File: src/rtl/mc_mainfsm_if.sv
// mc_mainfsm_if: decoder-side inputs and datapath control outputs of the main control FSM.
interface mc_mainfsm_if;
  logic [1:0] Op;
  logic [5:0] Funct;
  logic       MulFlag;
  logic       MemReady;
  logic       IRWrite;
  logic       AdrSrc;
  logic [1:0] ALUSrcA;
  logic [1:0] ALUSrcB;
  logic [1:0] ResultSrc;
  logic       NextPC;
  logic       RegW;
  logic       MemW;
  logic       Branch;
  logic       ALUOp;
  logic       RegSrc64b;
  logic       Src_64b;
  logic       FPUWrite;
  logic [3:0] State;
  modport master (
    output Op, Funct, MulFlag, MemReady,
    input  IRWrite, AdrSrc, ALUSrcA, ALUSrcB, ResultSrc, NextPC, RegW, MemW,
           Branch, ALUOp, RegSrc64b, Src_64b, FPUWrite, State
  );
  modport slave (
    input  Op, Funct, MulFlag, MemReady,
    output IRWrite, AdrSrc, ALUSrcA, ALUSrcB, ResultSrc, NextPC, RegW, MemW,
           Branch, ALUOp, RegSrc64b, Src_64b, FPUWrite, State
  );
endinterface

File: src/rtl/mc_mainfsm.sv
// mc_mainfsm: multicycle ARM main control FSM with memory-ready handshake and counted FPU execute.
module mc_mainfsm #(
  parameter int FPU_LAT = 2
) (
  input logic         clk,
  input logic         reset,
  mc_mainfsm_if.slave bus
);
  localparam logic [3:0] FETCH  = 4'd0;
  localparam logic [3:0] DECODE = 4'd1;
  localparam logic [3:0] MEMADR = 4'd2;
  localparam logic [3:0] MEMRD  = 4'd3;
  localparam logic [3:0] MEMWB  = 4'd4;
  localparam logic [3:0] MEMWR  = 4'd5;
  localparam logic [3:0] EXECR  = 4'd6;
  localparam logic [3:0] EXECI  = 4'd7;
  localparam logic [3:0] ALUWB  = 4'd8;
  localparam logic [3:0] BRANCH = 4'd9;
  localparam logic [3:0] MULEX  = 4'd10;
  localparam logic [3:0] MULWB  = 4'd11;
  localparam logic [3:0] FPUEX  = 4'd12;
  localparam logic [3:0] FPUWB  = 4'd13;
  localparam logic [3:0] LAST   = 4'(FPU_LAT - 1);
  logic [3:0] r_state, w_next;
  logic [3:0] r_cnt, w_cnt;
  logic       w_irw, w_adr, w_npc, w_regw, w_memw, w_br, w_aluop, w_rs64, w_s64, w_fpuw;
  logic [1:0] w_srca, w_srcb, w_res;
  logic       w_unused;
  assign w_unused = ^{bus.Funct[4], bus.Funct[2:1]};
  always_ff @(posedge clk) begin
    if (reset) begin
      r_state <= FETCH;
      r_cnt   <= '0;
    end else begin
      r_state <= w_next;
      r_cnt   <= w_cnt;
    end
  end
  always_comb begin
    w_next = FETCH;
    w_cnt  = r_cnt;
    case (r_state)
      FETCH:  w_next = bus.MemReady ? DECODE : FETCH;
      DECODE: begin
        case (bus.Op)
          2'b00:   w_next = (bus.MulFlag && !bus.Funct[5]) ? MULEX : (bus.Funct[5] ? EXECI : EXECR);
          2'b01:   w_next = MEMADR;
          2'b10:   w_next = BRANCH;
          default: w_next = FPUEX;
        endcase
        w_cnt = (bus.Op == 2'b11) ? 4'd0 : r_cnt;
      end
      MEMADR: w_next = bus.Funct[0] ? MEMRD : MEMWR;
      MEMRD:  w_next = bus.MemReady ? MEMWB : MEMRD;
      MEMWR:  w_next = bus.MemReady ? FETCH : MEMWR;
      EXECR:  w_next = ALUWB;
      EXECI:  w_next = ALUWB;
      MULEX:  w_next = MULWB;
      // FPUEX residency is FPU_LAT cycles: count 0..LAST, then leave with the counter cleared
      FPUEX: begin
        w_next = (r_cnt == LAST) ? FPUWB : FPUEX;
        w_cnt  = (r_cnt == LAST) ? 4'd0 : r_cnt + 4'd1;
      end
      default: w_next = FETCH;
    endcase
  end
  always_comb begin
    w_irw   = 1'b0;
    w_adr   = 1'b0;
    w_srca  = 2'b00;
    w_srcb  = 2'b00;
    w_res   = 2'b00;
    w_npc   = 1'b0;
    w_regw  = 1'b0;
    w_memw  = 1'b0;
    w_br    = 1'b0;
    w_aluop = 1'b0;
    w_rs64  = 1'b0;
    w_s64   = 1'b0;
    w_fpuw  = 1'b0;
    case (r_state)
      FETCH: begin
        w_irw  = bus.MemReady;
        w_npc  = bus.MemReady;
        w_srca = 2'b01;
        w_srcb = 2'b10;
        w_res  = 2'b10;
      end
      DECODE: begin
        w_srca = 2'b01;
        w_srcb = 2'b10;
        w_res  = 2'b10;
      end
      MEMADR: w_srcb = 2'b01;
      MEMRD:  w_adr = 1'b1;
      MEMWB: begin
        w_res  = 2'b01;
        w_regw = 1'b1;
      end
      MEMWR: begin
        w_adr  = 1'b1;
        w_memw = 1'b1;
      end
      EXECR: w_aluop = 1'b1;
      EXECI: begin
        w_srcb  = 2'b01;
        w_aluop = 1'b1;
      end
      ALUWB: w_regw = 1'b1;
      BRANCH: begin
        w_srcb = 2'b01;
        w_res  = 2'b10;
        w_br   = 1'b1;
      end
      MULEX: begin
        w_rs64  = 1'b1;
        w_aluop = 1'b1;
        w_s64   = bus.Funct[3];
      end
      MULWB: begin
        w_rs64 = 1'b1;
        w_s64  = bus.Funct[3];
        w_regw = 1'b1;
      end
      FPUWB: w_fpuw = 1'b1;
      default: ;
    endcase
  end
  // write/fetch strobes are suppressed for the whole reset cycle so an aborted instruction commits nothing
  assign bus.IRWrite   = w_irw & ~reset;
  assign bus.NextPC    = w_npc & ~reset;
  assign bus.RegW      = w_regw & ~reset;
  assign bus.MemW      = w_memw & ~reset;
  assign bus.Branch    = w_br & ~reset;
  assign bus.FPUWrite  = w_fpuw & ~reset;
  assign bus.AdrSrc    = w_adr;
  assign bus.ALUSrcA   = w_srca;
  assign bus.ALUSrcB   = w_srcb;
  assign bus.ResultSrc = w_res;
  assign bus.ALUOp     = w_aluop;
  assign bus.RegSrc64b = w_rs64;
  assign bus.Src_64b   = w_s64;
  assign bus.State     = r_state;
endmodule

File: src/flat_wrapper.sv
// flat-port wrapper written by rule: the top's interface ports become plain ports
module mc_mainfsm_flat 
#(
  parameter int FPU_LAT = 2
)
  (clk, reset, bus_Op, bus_Funct, bus_MulFlag, bus_MemReady, bus_IRWrite, bus_AdrSrc, bus_ALUSrcA, bus_ALUSrcB, bus_ResultSrc, bus_NextPC, bus_RegW, bus_MemW, bus_Branch, bus_ALUOp, bus_RegSrc64b, bus_Src_64b, bus_FPUWrite, bus_State);
  mc_mainfsm_if bus_i ();
  input logic clk;
  input logic reset;
  input wire logic [$bits(bus_i.Op)-1:0] bus_Op;
  input wire logic [$bits(bus_i.Funct)-1:0] bus_Funct;
  input wire logic [$bits(bus_i.MulFlag)-1:0] bus_MulFlag;
  input wire logic [$bits(bus_i.MemReady)-1:0] bus_MemReady;
  output wire logic [$bits(bus_i.IRWrite)-1:0] bus_IRWrite;
  output wire logic [$bits(bus_i.AdrSrc)-1:0] bus_AdrSrc;
  output wire logic [$bits(bus_i.ALUSrcA)-1:0] bus_ALUSrcA;
  output wire logic [$bits(bus_i.ALUSrcB)-1:0] bus_ALUSrcB;
  output wire logic [$bits(bus_i.ResultSrc)-1:0] bus_ResultSrc;
  output wire logic [$bits(bus_i.NextPC)-1:0] bus_NextPC;
  output wire logic [$bits(bus_i.RegW)-1:0] bus_RegW;
  output wire logic [$bits(bus_i.MemW)-1:0] bus_MemW;
  output wire logic [$bits(bus_i.Branch)-1:0] bus_Branch;
  output wire logic [$bits(bus_i.ALUOp)-1:0] bus_ALUOp;
  output wire logic [$bits(bus_i.RegSrc64b)-1:0] bus_RegSrc64b;
  output wire logic [$bits(bus_i.Src_64b)-1:0] bus_Src_64b;
  output wire logic [$bits(bus_i.FPUWrite)-1:0] bus_FPUWrite;
  output wire logic [$bits(bus_i.State)-1:0] bus_State;
  assign bus_i.Op = bus_Op;
  assign bus_i.Funct = bus_Funct;
  assign bus_i.MulFlag = bus_MulFlag;
  assign bus_i.MemReady = bus_MemReady;
  assign bus_IRWrite = bus_i.IRWrite;
  assign bus_AdrSrc = bus_i.AdrSrc;
  assign bus_ALUSrcA = bus_i.ALUSrcA;
  assign bus_ALUSrcB = bus_i.ALUSrcB;
  assign bus_ResultSrc = bus_i.ResultSrc;
  assign bus_NextPC = bus_i.NextPC;
  assign bus_RegW = bus_i.RegW;
  assign bus_MemW = bus_i.MemW;
  assign bus_Branch = bus_i.Branch;
  assign bus_ALUOp = bus_i.ALUOp;
  assign bus_RegSrc64b = bus_i.RegSrc64b;
  assign bus_Src_64b = bus_i.Src_64b;
  assign bus_FPUWrite = bus_i.FPUWrite;
  assign bus_State = bus_i.State;
  mc_mainfsm #(.FPU_LAT(FPU_LAT)) u_core (.clk(clk), .reset(reset), .bus(bus_i));
endmodule
File: config.mk
export PLATFORM = sky130hd
export DESIGN_NAME = mc_mainfsm_flat
export DESIGN_NICKNAME = d
export VERILOG_FILES = /design/src/rtl/mc_mainfsm_if.sv /design/src/rtl/mc_mainfsm.sv /design/src/flat_wrapper.sv
export SDC_FILE = /design/constraint.sdc
export NUM_CORES = 1
export LEC_CHECK = 0
export BUFFER_PORTS_ARGS = -buffer_cell sky130_fd_sc_hd__buf_2
export CORE_MARGIN = 5
export CORE_UTILIZATION = 40
export CTS_BUF_LIST = sky130_fd_sc_hd__clkbuf_2
export CTS_CLUSTER_SIZE = 25
export DETAILED_ROUTE_END_ITERATION = 6
export PLACE_DENSITY = 0.74
export SLEW_MARGIN = 20
export SYNTH_ARGS = -nofsm -noshare
export SYNTH_HDL_FRONTEND = slang
export SYNTH_SLANG_ARGS = --single-unit
export TNS_END_PERCENT = 1
File: constraint.sdc
create_clock -name clk -period 3.2 [get_ports clk]
set_clock_uncertainty 0.2 [all_clocks]
set_input_delay 0.16 -clock clk [delete_from_list [all_inputs] [get_ports clk]]
set_output_delay 0.16 -clock clk [all_outputs]
set_load 0.01 [all_outputs]
==> impl_metrics.env <==
export IMPL_outcome="finished, final reports clean"
export IMPL_area_growth_pct=17.04
export IMPL_slew_headroom_pct=54.05
export IMPL_total_power_w=0.0003853
export IMPL_cp_arrival_ns=1.88
export IMPL_synthXorXnorAreaFrac_pct=0
export IMPL_yosys_warnings=0
export IMPL_die_area_um2=2770
export IMPL_synth_top_family_by_area="simple AND/OR/NAND/NOR gates"
export IMPL_clk_pin_slew_ns=0.09
export IMPL_fp_dieW_um=52.63
export IMPL_p_per_area_nw_per_um2=452.9
export IMPL_setup_viol_count_final=0
export IMPL_avgSynthCellArea_um2=7.343
export IMPL_worst_path_max_fanout=20
export IMPL_drt_antenna_violating_nets=0
export IMPL_cts_tree="yes"
export IMPL_clock_sinks=8
export IMPL_max_freq_mhz=447.3
export IMPL_grt_pass1_vias=662
export IMPL_endpoint_kind="output port"
export IMPL_tightest_slew_ns=0.6883
export IMPL_portBuffers=27
export IMPL_synth_flop_cell="dfxtp_1"
export IMPL_detail_route_iter0_violations=13
export IMPL_grt_pass1_wl_mm=2.918
export IMPL_synth_seq_cells=8
export IMPL_fin_cells=144
export IMPL_antenna_cells=0
export IMPL_dpl_hpwl_mm=1.265
export IMPL_nNetsFinal=135
export IMPL_setup_ws_ns=0.9644
export IMPL_cts_resized=0
export IMPL_gp_routability_congestion=0.7772
export IMPL_ys_seq_area_share_pct=22.03
export IMPL_cts_setup_buffers=0
export IMPL_root_buffer="clkbuf_2"
export IMPL_overflow=0
export IMPL_drv_cap=0
export IMPL_ir_drop_mv=0.1891
export IMPL_wl_per_cell_um=12.30
export IMPL_setup_tns_ns=0
export IMPL_fin_crit_sh_pct=69.86
export IMPL_drc=0
export IMPL_synthAdderAreaFrac_pct=3.442
export IMPL_cts_buffers=3
export IMPL_gr_usage_all_layers_pct=13.75
export IMPL_core_area_um2=1727
export IMPL_synth_simple_area_share_pct=36.14
export IMPL_rsz0062_at_grt="false"
export IMPL_vias=777
export IMPL_die_h_um=52.63
export IMPL_finalCriticalPeriod_ns=2.236
export IMPL_cts_hold_buffers=0
export IMPL_viasPerCell=5.396
export IMPL_startpoint_type="register"
export IMPL_hold_viol=0
export IMPL_antenna_found_initial=0
export IMPL_final_layout_size_suffix_gt1_share_pct=27.73
export IMPL_synth_nets=113
export IMPL_critPathKind="reg2out"
export IMPL_drt_pre_antenna_iters=4
export IMPL_maxSlewViolCount=0
export IMPL_clockBufferDepth=2
export IMPL_synth_edf_count=0
export IMPL_insertion_delay_ns=0.25
export IMPL_num_io_pins=32
export IMPL_wl_mm=1.771
export IMPL_async_flop_share_pct=0
export IMPL_row_count=15
export IMPL_syn_inst=99
export IMPL_synth_compound_area_share_pct=26.51
export IMPL_cts_max_level=1
export IMPL_ys_types=37
export IMPL_leakage_nw=0.3663
export IMPL_num_fill_cells=180
export IMPL_synth_mux_area_share_pct=1.377
export IMPL_dp_cells=141
export IMPL_syn_cell_area_um2=726.9
export IMPL_hold_class="in2reg"
export IMPL_place_ws_ns=1.266
export IMPL_grt_max_degree=24
export IMPL_required_ns=2.84
export IMPL_start_util_pct=42.10
[through the flow]
| step | utilization, % | hold WS (ns) | instance area [um2] |
|---|---|---|---|
| 6_report | 49.28 | 0.004872 | 850.8 |
| 5_1_grt | 49.28 | 0.01229 | 850.8 |
| 4_1_cts | 49.28 | 0.01043 | 850.8 |
| 3_5_place_dp | 48.41 | 0.2750 | 835.8 |
| 3_3_place_gp | 48.41 | 0.2639 | 835.8 |
| 2_1_floorplan | - | 0.1531 | 726.9 |
[flip-flops by register name, indices dropped and copies added (netlist names)]
register,count
u_core.r_cnt,4
u_core.bus.State,4
[critical path, cell delays in order, from the launching register on]
cell and delay [ns]:
dfxtp_1 0.77, nand2b_1 0.26, a211oi_1 0.29, a31oi_1 0.06, nor2_1 0.10, buf_2 0.13
[cells in the mapped netlist (2+ instances only)]
| cell | number | area (um2) |
|---|---|---|
| o21ai_0 | 5 | 25.02 |
| nor3b_1 | 2 | 15.01 |
| a31oi_1 | 3 | 18.77 |
| buf_4 | 4 | 30.03 |
| ha_1 | 2 | 25.02 |
| buf_2 | 4 | 20.02 |
| a21o_1 | 2 | 15.01 |
| nand2_1 | 3 | 11.26 |
| nor2_1 | 6 | 22.52 |
| dfxtp_1 | 8 | 160.2 |
| and2_1 | 2 | 12.51 |
| inv_1 | 4 | 15.01 |
| nor2b_1 | 2 | 12.51 |
| o21ai_1 | 3 | 15.01 |
| nand2b_1 | 7 | 43.79 |
| nor3_1 | 10 | 50.05 |
| clkbuf_1 | 2 | 7.510 |
| or4b_1 | 2 | 20.02 |
| a21oi_1 | 10 | 50.05 |
[final timing paths]
path                                  startpoint                        endpoint  slack [ns]  depth (start not counted)
hold reg to reg     u_core.r_cnt[3]$_SDFFE_PP0P_    u_core.r_cnt[3]$_SDFFE_PP0P_        0.32                          2
setup reg to reg  u_core.bus.State[2]$_SDFF_PP0_  u_core.bus.State[1]$_SDFF_PP0_        1.23                          4
setup / recovery  u_core.bus.State[2]$_SDFF_PP0_                        bus_RegW        0.96                          5
hold / removal                      bus_Funct[0]  u_core.bus.State[2]$_SDFF_PP0_       0.005                          3
[cell type report]
class / instances / area [um2] / area share, %
Clock buffer: 3 / 15.01 / 1.765
Multi-Input combinational cell: 77 / 494.2 / 58.09
Inverter: 4 / 15.01 / 1.765
Sequential cell: 8 / 160.2 / 18.82
Tap cell: 25 / 31.28 / 3.676
Timing Repair Buffer: 27 / 135.1 / 15.88
[power breakdown]
part	switching, W	internal [W]	leakage (nW)
sequential	0.0000456	0.000109	0.0649
clock	0.0000392	0.0000256	0.0125
combinational	0.0000864	0.0000795	0.289
total	0.000171	0.000214	0.366
[metal layers]
layer / share of wire [%] / up-vias / track usage (%)
met2: 49 / 19 / 22.11
met1: 46 / 357 / 18.47
met3: 3.7 / 2 / 0.8547
met4: 1.4 / 0 / 6.383
li1: - / 399 / -
met5: 0 / - / 0
[cells in the final DEF (no fill, tap or decap), types with 2 or more instances in the layout]
cell type / n
or4b_1: 2
buf_2: 27
ha_1: 2
nor3_1: 10
a21o_1: 2
dfxtp_1: 8
a31oi_1: 3
inv_1: 4
nor2_1: 6
nor3b_1: 2
nand2b_1: 7
nand2_1: 3
a21oi_1: 10
o21ai_1: 3
clkbuf_2: 3
o21ai_0: 5
nor2b_1: 2
and2_1: 2
[cell families after synthesis]
group / Yosys count
AND/OR/NAND/NOR: 42
AO/OA/AOI/OAI: 31
buffers and inverters: 14
flip-flops: 8
adder cells (fa/ha/maj): 2
multiplexers: 1
other: 1
Power figures use the tool's default switching activity.
